<file path="config.mk">
export PLATFORM = sky130hd
export DESIGN_NAME = fnd_scan_ctrl
export DESIGN_NICKNAME = d
export VERILOG_FILES = /design/src/rtl/fnd_pkg.sv /design/src/rtl/bcd_to_seg.sv /design/src/rtl/fnd_scan_ctrl.sv
export SDC_FILE = /design/constraint.sdc
export NUM_CORES = 1
export LEC_CHECK = 0
export CAP_MARGIN = 20
export CELL_PAD_IN_SITES_DETAIL_PLACEMENT = 1
export CELL_PAD_IN_SITES_GLOBAL_PLACEMENT = 1
export CORE_ASPECT_RATIO = 0.75
export CORE_MARGIN = 2
export CORE_UTILIZATION = 41
export DETAILED_ROUTE_END_ITERATION = 10
export PLACE_DENSITY = 0.75
export SETUP_SLACK_MARGIN = 0.15
export SKIP_LAST_GASP = 1
export SLEW_MARGIN = 30
export SYNTH_ARGS = -nofsm -noshare
export SYNTH_HDL_FRONTEND = slang
export SYNTH_SLANG_ARGS = --single-unit
</file>
<file path="constraint.sdc">
create_clock -name clk -period 2.25 [get_ports clk]
set_clock_uncertainty 0.15 [all_clocks]
set_input_delay 0.45 -clock clk [delete_from_list [all_inputs] [get_ports clk]]
set_output_delay 0.45 -clock clk [all_outputs]
set_load 0.02 [all_outputs]
</file>
<file path="src/rtl/fnd_pkg.sv">
// Shared constants and types for the seven-segment display scan controller.
package fnd_pkg;

    localparam int unsigned NUM_DIGITS = 4;
    localparam int unsigned BCD_W      = 4;

    // Active-low segment codes, {dp,g,f,e,d,c,b,a}, dp off.
    localparam logic [7:0] SEG_0     = 8'hC0;
    localparam logic [7:0] SEG_1     = 8'hF9;
    localparam logic [7:0] SEG_2     = 8'hA4;
    localparam logic [7:0] SEG_3     = 8'hB0;
    localparam logic [7:0] SEG_4     = 8'h99;
    localparam logic [7:0] SEG_5     = 8'h92;
    localparam logic [7:0] SEG_6     = 8'h82;
    localparam logic [7:0] SEG_7     = 8'hF8;
    localparam logic [7:0] SEG_8     = 8'h80;
    localparam logic [7:0] SEG_9     = 8'h90;
    localparam logic [7:0] SEG_DASH  = 8'hBF;
    localparam logic [7:0] SEG_BLANK = 8'hFF;

    localparam logic [3:0] COM_OFF = 4'b1111;

    typedef logic [1:0] digit_idx_t;

    // One buffered frame: four BCD digits plus per-digit decimal points.
    typedef struct packed {
        logic [BCD_W-1:0]      d3;
        logic [BCD_W-1:0]      d2;
        logic [BCD_W-1:0]      d1;
        logic [BCD_W-1:0]      d0;
        logic [NUM_DIGITS-1:0] dp;
    } frame_t;

    // Active-low one-hot anode select for the given digit.
    function automatic logic [3:0] com_sel(input digit_idx_t idx);
        return ~(4'b0001 << idx);
    endfunction

endpackage

</file>
<file path="src/rtl/bcd_to_seg.sv">
// Combinational BCD to active-low 7-segment decoder; non-decimal codes show a dash.
module bcd_to_seg
    import fnd_pkg::*;
(
    input  logic [3:0] bcd,
    output logic [6:0] seg_c
);

    // Segment lookup, dp excluded.
    always_comb begin
        seg_c = SEG_DASH[6:0];
        case (bcd)
            4'd0:    seg_c = SEG_0[6:0];
            4'd1:    seg_c = SEG_1[6:0];
            4'd2:    seg_c = SEG_2[6:0];
            4'd3:    seg_c = SEG_3[6:0];
            4'd4:    seg_c = SEG_4[6:0];
            4'd5:    seg_c = SEG_5[6:0];
            4'd6:    seg_c = SEG_6[6:0];
            4'd7:    seg_c = SEG_7[6:0];
            4'd8:    seg_c = SEG_8[6:0];
            4'd9:    seg_c = SEG_9[6:0];
            default: seg_c = SEG_DASH[6:0];
        endcase
    end

endmodule

</file>
<file path="src/rtl/fnd_scan_ctrl.sv">
// Four-digit common-anode FND scanner with double-buffered frames, blink,
// decimal points and leading-zero blanking.
module fnd_scan_ctrl
    import fnd_pkg::*;
#(
    parameter int unsigned CLK_HZ      = 100_000_000,
    parameter int unsigned SCAN_HZ     = 1000,
    parameter int unsigned BLINK_TICKS = 250
)(
    input  logic       clk,
    input  logic       rst_n,
    input  logic [3:0] digit_1,
    input  logic [3:0] digit_10,
    input  logic [3:0] digit_100,
    input  logic [3:0] digit_1000,
    input  logic       update,
    input  logic [3:0] dp_mask,
    input  logic [3:0] blink_en,
    input  logic       lz_blank,
    output logic [3:0] fnd_com,
    output logic [7:0] fnd_data,
    output logic       frame_done
);

    localparam int unsigned DIV    = CLK_HZ / SCAN_HZ;
    localparam int unsigned TCNT_W = (DIV > 1) ? $clog2(DIV) : 1;
    localparam int unsigned BCNT_W = (BLINK_TICKS > 1) ? $clog2(BLINK_TICKS) : 1;

    logic [TCNT_W-1:0] tcnt;
    logic [BCNT_W-1:0] bcnt;
    digit_idx_t        sel;
    logic              blink_ph;
    logic              pend;
    frame_t            pend_buf;
    frame_t            act_buf;

    logic              tick_c;
    logic              boundary_c;
    frame_t            in_frame_c;
    logic [3:0]        cur_digit_c;
    logic              cur_dp_c;
    logic              lz_hide_c;
    logic              blink_hide_c;
    logic [6:0]        seg_c;
    logic [7:0]        data_nxt_c;

    assign tick_c     = (tcnt == TCNT_W'(DIV - 1));
    assign boundary_c = tick_c && (sel == 2'd3);
    assign in_frame_c = '{d3: digit_1000, d2: digit_100, d1: digit_10, d0: digit_1, dp: dp_mask};

    // Tick divider, scan index, blink phase and frame pulse.
    always_ff @(posedge clk or negedge rst_n) begin
        if (!rst_n) begin
            tcnt       <= '0;
            sel        <= '0;
            bcnt       <= '0;
            blink_ph   <= 1'b0;
            frame_done <= 1'b0;
        end else begin
            frame_done <= boundary_c;
            if (tick_c) begin
                tcnt <= '0;
                sel  <= sel + 2'd1;
                if (bcnt == BCNT_W'(BLINK_TICKS - 1)) begin
                    bcnt     <= '0;
                    blink_ph <= ~blink_ph;
                end else begin
                    bcnt <= bcnt + BCNT_W'(1);
                end
            end else begin
                tcnt <= tcnt + TCNT_W'(1);
            end
        end
    end

    // Pending/active double buffer; active only changes at a frame boundary.
    always_ff @(posedge clk or negedge rst_n) begin
        if (!rst_n) begin
            pend     <= 1'b0;
            pend_buf <= '0;
            act_buf  <= '0;
        end else if (boundary_c && update) begin
            act_buf <= in_frame_c;
            pend    <= 1'b0;
        end else if (boundary_c && pend) begin
            act_buf <= pend_buf;
            pend    <= 1'b0;
        end else if (update) begin
            pend_buf <= in_frame_c;
            pend     <= 1'b1;
        end
    end

    // Pick the digit under scan and work out blink / leading-zero suppression.
    always_comb begin
        cur_digit_c = act_buf.d0;
        lz_hide_c   = 1'b0;
        case (sel)
            2'd0: cur_digit_c = act_buf.d0;
            2'd1: begin
                cur_digit_c = act_buf.d1;
                lz_hide_c   = lz_blank && (act_buf.d3 == 4'd0) && (act_buf.d2 == 4'd0)
                              && (act_buf.d1 == 4'd0);
            end
            2'd2: begin
                cur_digit_c = act_buf.d2;
                lz_hide_c   = lz_blank && (act_buf.d3 == 4'd0) && (act_buf.d2 == 4'd0);
            end
            default: begin
                cur_digit_c = act_buf.d3;
                lz_hide_c   = lz_blank && (act_buf.d3 == 4'd0);
            end
        endcase
        cur_dp_c     = act_buf.dp[sel];
        blink_hide_c = blink_ph && blink_en[sel];
    end

    bcd_to_seg u_dec (
        .bcd   (cur_digit_c),
        .seg_c (seg_c)
    );

    // Final segment pattern; a leading-zero-blanked digit keeps its dp.
    always_comb begin
        data_nxt_c = SEG_BLANK;
        if (blink_hide_c) begin
            data_nxt_c = SEG_BLANK;
        end else if (lz_hide_c) begin
            data_nxt_c = {~cur_dp_c, 7'h7F};
        end else begin
            data_nxt_c = {~cur_dp_c, seg_c};
        end
    end

    // Registered pin drivers, forced off during reset.
    always_ff @(posedge clk or negedge rst_n) begin
        if (!rst_n) begin
            fnd_com  <= COM_OFF;
            fnd_data <= SEG_BLANK;
        end else begin
            fnd_com  <= com_sel(sel);
            fnd_data <= data_nxt_c;
        end
    end

endmodule

</file>
==> run_results.csv <==
group,metric,value,unit
global_routing,grt_pass1_vias,3811,
clock_tree,numCtsBuffers,9,
min_path,worstHoldEndpoint,"pend_buf[11]",
setup_path,cp.required,2.39,ns
die,boundaryPins,41,
routing,vias,3835,
setup_path,slowest_stage,"or4b_1",
setup_path,cp_cell_sequence,"buf_4 -> ha_2 -> a21oi_1 -> a22oi_1 -> or4b_1 -> nand4_1",
clock_tree,cts.clk_slew.worst_paths,0.07,ns
setup_path,setup.worst_path.end_class,"flop",
pwr,p_leak,2.38,nW
timing,hold_violations,0,
die,core_area,0.0103,mm^2
clock_tree,htree_levels,3,
global_routing,grt.total_usage,0.230,
die,die_area,0.0115,mm^2
setup_path,reg2reg_from,"sel[0]",
pwr,ir_drop,0.000329,V
yosys,synthArstFlopShare,1.00,
global_routing,antenna_found_initial,0,
placed_design,hpwl,8.08,mm
layout,drive_gt1_frac,0.329,
timing,clock.fmax,0.450,GHz
timing,worst_pin_slew,0.575,ns
setup_path,critical_path_class,"reg -> reg",
yosys,yosysTopAreaCell,"dfrtp_1",
layout,area_delta_synth_final,37.0,%
timing,slew_headroom,0.616,
yosys,synth_nets,447,
yosys,ys_warn_count,0,
yosys,synth_area,0.00436,mm^2
routing,firstDrtPassIters,5,
clock_tree,clk_path_buf_depth,2,
pwr,powerDensity,556,mW/mm^2
layout,fin_nets,518,
die,die_w,123,um
setup_path,cpPeakStageDelay,0.55,ns
layout,antenna_cells,0,
layout,instances_no_fill,620,
routing,drc,0,
placed_design,portBuffers,40,
status,status,"completed",
routing,via_per_inst,6.19,
min_path,hold_class,"reg -> reg",
timing,rsz0062_at_grt,"true",
global_routing,grt_max_degree,44,
yosys,ys_seq_area_frac,0.474,
timing,fin_crit,2.22,ns
yosys,synth_edf_count,0,
clock_tree,clk_latency,0.35,ns
setup_path,rrSetupSlack,0.03,ns
layout,layout_commonest_cell,"dfrtp_1",
global_routing,grt_pass1_wl,20.2,mm
min_path,hold_start,"pend_buf[11]",
job,drv_cap,0,
layout,final_area,0.00597,mm^2
yosys,synth_ff_type,"dfrtp_1",
routing,drtAntennaViolNets,0,
clock_tree,clock-sinks,82,
setup_path,worstSetupStartpointType,"flop",
timing,finalSetupViolCount,0,
placed_design,place_inst,582,
routing,drt_iter0_drc,323,
global_routing,grt_overflow,0,
yosys,syn_avg_cell_area,10.7,um^2
pwr,finalPower,0.00332,W
placed_design,placed_area,0.00502,mm^2
timing,tns,0,ns
yosys,netlist_top_cells_area,"dfrtp_1 40%, dfstp_2 7.2%, mux2_2 5.2%",
placed_design,place.gp.congestion,0.825,
timing,finalMaxSlewViolations,0,
die,start_util,0.422,
routing,drt_wl_total,15.2,mm
yosys,syn-instance-count,408,
yosys,synth_top_area_share,0.402,
setup_path,r2r_cells,6,
timing,timing.hold.ws,0.351,ns
setup_path,worstPathArrival,2.37,ns
timing,period_share,0.988,
setup_path,r2r_end,"fnd_data[0]",
layout,layout_common_cells,"63 x dfrtp_1, 37 x clkdlybuf4s50_1, 36 x inv_1",
die,die_y,93.3,um
min_path,hold_path_depth,1,
clock_tree,cts_tree,"done",
setup_path,cp_max_fo,7,
yosys,ys_types,54,
yosys,synth_seq_cells,82,
routing,wire_per_inst,24.5,um
die,std_cell_rows,32,
clock_tree,clock-root-buffer,"clkbuf_16",
state kept, by name, summed over array words and instances (netlist names):
name / cells
act_buf: 20
pend_buf: 20
tcnt: 17
bcnt: 8
fnd_data: 8
fnd_com: 4
sel: 2
blink_ph: 1
frame_done: 1
pend: 1
stage by stage:
stage	setup WS, ns	util
global route	-0.0424	0.578
detailed placement	0.00529	0.486
floorplan	0.159	-
finish	0.0260	0.578
global placement	0.107	0.486
CTS	0.106	0.524
cells by family after synthesis:
| logic type | count (synthesis) | synth area share |
|---|---|---|
| and+or+nand+nor | 105 | 0.156 |
| AOI/OAI and AO/OA | 104 | 0.173 |
| DFF | 82 | 0.474 |
| buffers and inverters | 66 | 0.0654 |
| muxes | 26 | 0.0712 |
| xor gates and xnor gates | 14 | 0.0281 |
| adders and majority gates | 11 | 0.0316 |
routing by layer:
layer / track usage / share of wire
met1: 0.313 / 0.44
met2: 0.371 / 0.48
met3: 0.0591 / 0.060
met4: 0.0530 / 0.021
met5: 0 / 0
cell type report:
class / count / area [um^2]
well taps: 136 / 170
flip-flops and latches: 82 / 2080
repair buffers: 88 / 926
inverters: 38 / 145
multi-input cells: 260 / 2340
clock buffers: 10 / 229
fillers: 1065 / 4360
clock inverters: 6 / 82.6
repair_timing:
| item | in CTS | in global routing |
|---|---|---|
| pin swaps | 1 | 11 |
| endpoints found under the hold margin | 35 | 0 |
| cloned | 0 | 7 |
| endpoints found under the setup margin | 47 | 51 |
| hold buffers | 1 | 0 |
| resized for setup | 16 | 61 |
| setup buffers | 3 | 11 |
how the worst max path moves through the flow:
stage           startpoint           to  slack, ns  depth (start not counted)
6_report            sel[0]  fnd_data[0]       0.03                          6
5_1_grt           tcnt[14]  act_buf[19]      -0.04                          6
4_1_cts             sel[1]  fnd_data[0]       0.11                          6
3_5_place_dp        sel[1]  fnd_data[1]      0.005                          7
3_3_place_gp   blink_en[3]  fnd_data[2]       0.11                          5
2_1_floorplan       sel[0]  fnd_data[0]       0.16                          6
power breakdown:
part | internal (W) | switching, W | total (W) | leakage, nW
clock | 0.000967 | 0.000636 | 0.00160 | 0.152
combinational | 0.000103 | 0.0000850 | 0.000188 | 1.30
sequential | 0.00151 | 0.0000170 | 0.00153 | 0.922
worst max-delay path: cells and delay by family, from the launching register on:
| kind | cells | cell delay, ns |
|---|---|---|
| AOI/OAI and AO/OA | 2 | 0.46 |
| adders and majority gates | 1 | 0.25 |
| buffers and inverters | 1 | 0.16 |
| DFF | 1 | 0.47 |
| and+or+nand+nor | 2 | 0.67 |
cells in the mapped netlist, types with 2 or more instances:
master / count
mux2i_1: 4
a21oi_1: 7
clkbuf_8: 2
nand4_1: 5
dfstp_2: 12
and4b_1: 2
nor4_1: 5
a221oi_1: 19
xnor2_1: 7
o21ai_0: 17
nor2_1: 13
and2_1: 2
nor3_1: 3
and3b_1: 2
xor2_1: 7
o31ai_1: 3
nand2_1: 19
dfrtp_1: 70
a31oi_1: 23
and4_2: 2
buf_2: 8
nand3_1: 9
ha_1: 11
clkbuf_1: 17
a222oi_1: 3
and4_1: 3
and3_1: 2
inv_1: 38
mux4_2: 2
a211oi_1: 3
mux2_2: 20
or3_1: 3
nand3b_1: 23
a22oi_1: 3
o32ai_1: 20
(Power assumes the default switching activity.)
